## config.mk

```make
export PLATFORM = sky130hd
export DESIGN_NAME = demosaicing_frame_ctrl
export DESIGN_NICKNAME = d
export VERILOG_FILES = /design/src/rtl/demosaicing_frame_ctrl_pkg.sv /design/src/rtl/demosaicing_frame_ctrl.sv
export SDC_FILE = /design/constraint.sdc
export NUM_CORES = 1
export LEC_CHECK = 0
export BUFFER_PORTS_ARGS = -buffer_cell sky130_fd_sc_hd__buf_2
export CAP_MARGIN = 20
export CORE_MARGIN = 5
export CORE_UTILIZATION = 48
export CTS_CLUSTER_SIZE = 8
export DETAILED_ROUTE_END_ITERATION = 6
export GPL_TIMING_DRIVEN = 0
export PLACE_DENSITY = 0.64
export SYNTH_ARGS = -nofsm -noshare
export SYNTH_HDL_FRONTEND = slang
export SYNTH_SLANG_ARGS = --single-unit
```

## constraint.sdc

```tcl
create_clock -name clk_i -period 2.46 [get_ports clk_i]
set_clock_uncertainty 0.1 [all_clocks]
set_input_delay 0 -clock clk_i [delete_from_list [all_inputs] [get_ports clk_i]]
set_output_delay 0 -clock clk_i [all_outputs]
set_load 0.02 [all_outputs]
```

## src/rtl/demosaicing_frame_ctrl_pkg.sv

```systemverilog
// Shared types for the demosaicing frame sequencer. The Bayer pattern enum is
// the same encoding the demosaicing CSR block exposes in its pattern field.
package demosaicing_frame_ctrl_pkg;

   typedef enum logic [1:0] {
      RGGB = 2'd0,
      GRBG = 2'd1,
      GBRG = 2'd2,
      BGGR = 2'd3
   } bayer_pattern_t;

   typedef enum logic [1:0] {
      PHASE_R  = 2'd0,
      PHASE_GR = 2'd1,
      PHASE_GB = 2'd2,
      PHASE_B  = 2'd3
   } bayer_phase_t;

   typedef enum logic {
      ST_IDLE   = 1'b0,
      ST_ACTIVE = 1'b1
   } frame_state_t;

   // Colour under the current pixel: the pattern names the top-left 2x2 cell,
   // and odd rows/columns flip the corresponding bit of that encoding.
   function automatic bayer_phase_t bayer_phase_f(input bayer_pattern_t pat,
                                                  input logic row_odd,
                                                  input logic col_odd);
      logic [1:0] pat_bits;
      pat_bits = pat;
      return bayer_phase_t'(pat_bits ^ {row_odd, col_odd});
   endfunction

endpackage

```

## src/rtl/demosaicing_frame_ctrl.sv

```systemverilog
// Frame sequencer for the bilinear demosaicing datapath: snoops the input
// stream handshake, shadows CSR settings per frame, and tracks geometry/errors.
module demosaicing_frame_ctrl
   import demosaicing_frame_ctrl_pkg::*;
#(
   parameter int COL_W = 12,
   parameter int ROW_W = 12
) (
   input  logic             clk_i,
   input  logic             rst_n_i,
   input  logic             tvalid_i,
   input  logic             tready_i,
   input  logic             tuser_i,
   input  logic             tlast_i,
   input  logic             en_i,
   input  logic [1:0]       pattern_i,
   input  logic             err_clr_i,
   output logic             en_o,
   output logic [1:0]       pattern_o,
   output logic [1:0]       phase_o,
   output logic             phase_vld_o,
   output logic             frame_done_o,
   output logic [ROW_W-1:0] frame_rows_o,
   output logic [COL_W-1:0] line_width_o,
   output logic             err_width_o,
   output logic             err_sof_o,
   output logic             err_nosof_o
);

   frame_state_t   state_q, state_d;
   logic [COL_W-1:0] col_q, col_d;
   logic [ROW_W-1:0] row_q, row_d;
   logic [COL_W-1:0] width_cur_q, width_cur_d;
   logic             width_vld_q, width_vld_d;
   logic             en_q, en_d;
   bayer_pattern_t   pattern_q, pattern_d;
   logic             frame_done_q, frame_done_d;
   logic [ROW_W-1:0] frame_rows_q, frame_rows_d;
   logic [COL_W-1:0] line_width_q, line_width_d;
   logic             err_width_q, err_width_d;
   logic             err_sof_q, err_sof_d;
   logic             err_nosof_q, err_nosof_d;

   logic             beat;
   logic             sof;
   logic [COL_W-1:0] col_inc;
   logic             err_width_set;
   logic             err_sof_set;
   logic             err_nosof_set;
   bayer_pattern_t   eff_pattern;
   bayer_phase_t     phase;

   assign beat    = tvalid_i & tready_i;
   assign sof     = beat & tuser_i;
   assign col_inc = col_q + COL_W'(1);

   // The SOF beat already belongs to the new frame, so it uses the incoming
   // pattern and sits at row 0 / column 0 regardless of the old counters.
   assign eff_pattern = sof ? bayer_pattern_t'(pattern_i) : pattern_q;
   assign phase       = bayer_phase_f(eff_pattern,
                                      sof ? 1'b0 : row_q[0],
                                      sof ? 1'b0 : col_q[0]);
   assign phase_o     = phase;
   assign phase_vld_o = tvalid_i & ((state_q == ST_ACTIVE) | tuser_i);

   always_comb begin
      state_d       = state_q;
      col_d         = col_q;
      row_d         = row_q;
      width_cur_d   = width_cur_q;
      width_vld_d   = width_vld_q;
      en_d          = en_q;
      pattern_d     = pattern_q;
      frame_done_d  = 1'b0;
      frame_rows_d  = frame_rows_q;
      line_width_d  = line_width_q;
      err_width_set = 1'b0;
      err_sof_set   = 1'b0;
      err_nosof_set = 1'b0;

      if (sof) begin
         state_d   = ST_ACTIVE;
         en_d      = en_i;
         pattern_d = bayer_pattern_t'(pattern_i);
         if (state_q == ST_ACTIVE) begin
            frame_done_d = 1'b1;
            frame_rows_d = row_q;
            line_width_d = width_cur_q;
            if (col_q != '0) begin
               err_sof_set = 1'b1;
            end
         end
         // A tlast on the SOF beat is a complete one-pixel first line.
         if (tlast_i) begin
            col_d       = '0;
            row_d       = ROW_W'(1);
            width_cur_d = COL_W'(1);
            width_vld_d = 1'b1;
         end else begin
            col_d       = COL_W'(1);
            row_d       = '0;
            width_cur_d = '0;
            width_vld_d = 1'b0;
         end
      end else if (beat) begin
         if (state_q == ST_IDLE) begin
            err_nosof_set = 1'b1;
         end else if (tlast_i) begin
            col_d = '0;
            if (row_q != '1) begin
               row_d = row_q + ROW_W'(1);
            end
            if (!width_vld_q) begin
               width_cur_d = col_inc;
               width_vld_d = 1'b1;
            end else if (col_inc != width_cur_q) begin
               err_width_set = 1'b1;
            end
         end else if (col_q == '1) begin
            err_width_set = 1'b1;
         end else begin
            col_d = col_inc;
         end
      end

      // A new error in the same cycle as a clear must survive.
      err_width_d = err_width_set | (err_width_q & ~err_clr_i);
      err_sof_d   = err_sof_set   | (err_sof_q   & ~err_clr_i);
      err_nosof_d = err_nosof_set | (err_nosof_q & ~err_clr_i);
   end

   always_ff @(posedge clk_i) begin
      if (!rst_n_i) begin
         state_q      <= ST_IDLE;
         col_q        <= '0;
         row_q        <= '0;
         width_cur_q  <= '0;
         width_vld_q  <= 1'b0;
         en_q         <= 1'b0;
         pattern_q    <= RGGB;
         frame_done_q <= 1'b0;
         frame_rows_q <= '0;
         line_width_q <= '0;
         err_width_q  <= 1'b0;
         err_sof_q    <= 1'b0;
         err_nosof_q  <= 1'b0;
      end else begin
         state_q      <= state_d;
         col_q        <= col_d;
         row_q        <= row_d;
         width_cur_q  <= width_cur_d;
         width_vld_q  <= width_vld_d;
         en_q         <= en_d;
         pattern_q    <= pattern_d;
         frame_done_q <= frame_done_d;
         frame_rows_q <= frame_rows_d;
         line_width_q <= line_width_d;
         err_width_q  <= err_width_d;
         err_sof_q    <= err_sof_d;
         err_nosof_q  <= err_nosof_d;
      end
   end

   assign en_o         = en_q;
   assign pattern_o    = pattern_q;
   assign frame_done_o = frame_done_q;
   assign frame_rows_o = frame_rows_q;
   assign line_width_o = line_width_q;
   assign err_width_o  = err_width_q;
   assign err_sof_o    = err_sof_q;
   assign err_nosof_o  = err_nosof_q;

endmodule

```

==> insert_results.sql <==
INSERT INTO impl_metrics (metric_group, metric, value, unit) VALUES
('logic_synthesis', 'synth_ff_type', 'sky130_fd_sc_hd__dfxtp_1', ''),
('logic_synthesis', 'postSynth.asyncResetShare', '0', '%'),
('detailed_routing', 'drcViolationCount', '0', ''),
('logic_synthesis', 'number_of_synthesized_flops_with_an_enable_pin', '0', ''),
('clocking', 'cts_htree_levels', '3', ''),
('logic_synthesis', 'synth.top_cell.area_share', '39.8', '%'),
('timing', 'rsz_0062_raised_after_global_routing', 'false', ''),
('floorplanning', 'initial_core_utilization', '48.6', '%'),
('global_routing', 'first_global_vias', '2886', ''),
('logic_synthesis', 'synthesis.area_per_instance', '8.28', 'um2'),
('cells_and_area', 'fin_area', '0.00412', 'mm2'),
('critical_path', 'setup.worst_path.start_class', 'flop', ''),
('hold_path', 'worst_hold_path_type', 'in2reg', ''),
('critical_path', 'crit_chain', 'ha_1 -> nand3_1 -> or2_2 -> clkbuf_1 -> xor2_1 -> o21ai_0 -> a2111oi_0 -> a31oi_1', ''),
('critical_path', 'worst_path_buf_inv', '1', ''),
('detailed_routing', 'ant_nets', '0', ''),
('detailed_routing', 'routed_wire_length_per_instance', '14.3', 'um'),
('timing', 'finalWorstSetupSlack', '0.211', 'ns'),
('cells_and_area', 'fillCellCount', '711', ''),
('clocking', 'cts_num_sinks', '69', ''),
('power_and_ir_drop', 'peakVddDrop', '0.318', 'mV'),
('detailed_routing', 'detailroute.via_count', '3013', ''),
('logic_synthesis', 'synthTopCellsByArea', 'sky130_fd_sc_hd__dfxtp_1, sky130_fd_sc_hd__nand2_1, sky130_fd_sc_hd__a21boi_0', ''),
('timing', 'setup_viol', '0', ''),
('logic_synthesis', 'syn_inst', '419', ''),
('floorplanning', 'fp.coreArea', '0.00714', 'mm2'),
('global_routing', 'antenna_found_initial', '0', ''),
('timing', 'max_slew_margin', '47.6', '%'),
('logic_synthesis', 'ys_types', '54', ''),
('critical_path', 'reg2regPathDepth', '8', ''),
('cells_and_area', 'syn2layout_area_growth', '18.8', '%'),
('global_routing', 'grt_start_max_net_pins', '13', ''),
('timing', 'final_max_slew_violation_count', '0', ''),
('placed_design', 'placement.io_buffers', '43', ''),
('critical_path', 'cp_data_required_time', '2.58', 'ns'),
('placed_design', 'pre_cts_ws', '0.163', 'ns'),
('logic_synthesis', 'synth_top_area_cell', 'sky130_fd_sc_hd__dfxtp_1', ''),
('floorplanning', 'floorplan.die.height', '95.0', 'um'),
('job', 'drv_cap', '0', ''),
('clocking', 'cts_tree', 'yes', ''),
('power_and_ir_drop', 'report.power.total', '2.33', 'mW'),
('cells_and_area', 'post_route_cells_drive_above_1_share', '17.5', '%'),
('logic_synthesis', 'mappedNetlistArea', '0.00347', 'mm2'),
('clocking', 'clkLatencyLatePin', '0.36', 'ns'),
('clocking', 'max-clock-path-buffers', '2', ''),
('clocking', 'cts_setup_buffers', '0', ''),
('power_and_ir_drop', 'leakage', '1.60', 'nW'),
('logic_synthesis', 'synth.yosys.seq_area_share', '39.8', '%'),
('hold_path', 'worstHoldEndpoint', 'err_width_o$_SDFF_PN0_', ''),
('critical_path', 'reg2reg_to', 'err_width_o$_SDFF_PN0_', ''),
('status', 'outcome', 'finished, final reports clean', ''),
('hold_path', 'hold_start', 'tuser_i', ''),
('critical_path', 'endpoint_kind', 'flop', ''),
('global_routing', 'grt_remaining_overflow', '0', ''),
('detailed_routing', 'drt_wl_total', '8340', 'um'),
('critical_path', 'critical_path.max_fanout', '6', ''),
('cells_and_area', 'final_net_count', '494', ''),
('logic_synthesis', 'syn_nets', '433', ''),
('critical_path', 'r2r_setup_slack', '0.21', 'ns'),
('logic_synthesis', 'yosys_register_bits', '69', ''),
('timing', 'layout_min_cycle_time', '2.25', 'ns'),
('global_routing', 'grt.total_usage', '20.0', '%'),
('critical_path', 'worst_r2r_startpoint', 'col_q[1]$_SDFFE_PN0P_', ''),
('timing', 'totalNegativeSetupSlack', '0', 'ns'),
('timing', 'min_period_over_period', '91.4', '%'),
('critical_path', 'worstPathArrival', '2.37', 'ns'),
('cells_and_area', 'insertedDiodeCount', '0', ''),
('floorplanning', 'die_width', '95.0', 'um'),
('detailed_routing', 'iteration_count_of_the_initial_detailed_routing_pass', '4', ''),
('hold_path', 'whs_path_depth', '5', ''),
('clocking', 'worst_setup_hold_path_clk_slew', '0.07', 'ns');
## layout make-up
cell class / instances / area (um2) / area share, %
plain buffers: 30 / 145 / 3.52
clock buffers: 11 / 151 / 3.67
clock inverters: 5 / 81.3 / 1.97
inverters: 6 / 22.5 / 0.546
multi-input cells: 314 / 1930 / 46.9
flip-flops and latches: 69 / 1380 / 33.5
well taps: 99 / 124 / 3.00
repair buffers: 50 / 285 / 6.92
## flip-flops by register name, indices dropped and copies added, names as in the netlist
signal / cells
col_q: 12
frame_done_o: 1
line_width_o: 12
err_sof_o: 1
width_cur_q: 12
row_q: 12
width_vld_q: 1
en_o: 1
pattern_o: 2
err_width_o: 1
frame_rows_o: 12
err_nosof_o: 1
state_q: 1
## through the flow
stage / utilization (%) / cells
after floorplan: - / 419
after global placement: 53.4 / 561
after detailed placement: 53.4 / 561
after CTS: 57.6 / 584
after global routing: 57.8 / 584
final: 57.8 / 584
## power by group
part | internal [mW] | switching, mW | leakage (nW)
Sequential | 1.12 | 0.00809 | 0.556
Combinational | 0.0491 | 0.0734 | 0.926
Clock | 0.628 | 0.445 | 0.116
## what timing repair did
item / CTS / global route
resized for setup: 0 / 2
setup endpoints to repair: 0 / 2
hold buffers: 7 / 0
endpoints found under the hold margin: 8 / 0
## layout by cell type, fill, tap and decap left out, drive strengths merged, types with 5 or more instances in the layout
master	netlist	routed
a21boi	29	29
a21oi	12	12
a22oi	5	5
a31oi	10	10
and2	11	11
buf	15	58
clkbuf	15	26
dfxtp	69	69
dlygate4sd3	0	7
inv	6	7
nand2	84	84
nand3	13	13
nor2	26	26
nor2b	13	13
nor3	11	11
o211ai	6	6
o21ai	14	14
xnor2	11	11
xor2	16	16
## how the worst max path moves through the flow
| stage | endpoint | slack (ns) | cells past startpoint |
|---|---|---|---|
| after floorplan | err_width_o$_SDFF_PN0_ | 0.54 | 7 |
| after global placement | err_width_o$_SDFF_PN0_ | 0.09 | 7 |
| after detailed placement | err_width_o$_SDFF_PN0_ | 0.16 | 7 |
| after CTS | err_width_o$_SDFF_PN0_ | 0.14 | 7 |
| after global routing | err_width_o$_SDFF_PN0_ | 0.05 | 8 |
| final | err_width_o$_SDFF_PN0_ | 0.21 | 8 |
## per-layer routing
layer | up-vias | wire length (um) | GRT usage [%]
li1 | 1557 | - | -
met1 | 1379 | 4160 | 28.3
met2 | 68 | 3640 | 29.9
met3 | 9 | 439 | 3.87
met4 | 0 | 106 | 7.69
met5 | - | 0 | 0
## cells by family (layout without fill, tap and decap cells)
logic type	count (synthesis)	in the layout	share of synthesized area, %
xor gates and xnor gates	29	29	8.11
muxes	3	3	0.866
DFF	69	69	39.8
and+or+nand+nor	186	186	26.5
adders and majority gates	4	4	1.44
AOI/OAI and AO/OA	92	92	18.4
buffers and inverters	36	102	4.83
## worst min-delay path: stages
cell,delay (ns)
sky130_fd_sc_hd__buf_2,0.14
sky130_fd_sc_hd__nand3b_1,0.17
sky130_fd_sc_hd__o2bb2ai_1,0.08
sky130_fd_sc_hd__nand2_1,0.07
sky130_fd_sc_hd__a31oi_1,0.04
Power figures use the tool's default switching activity.
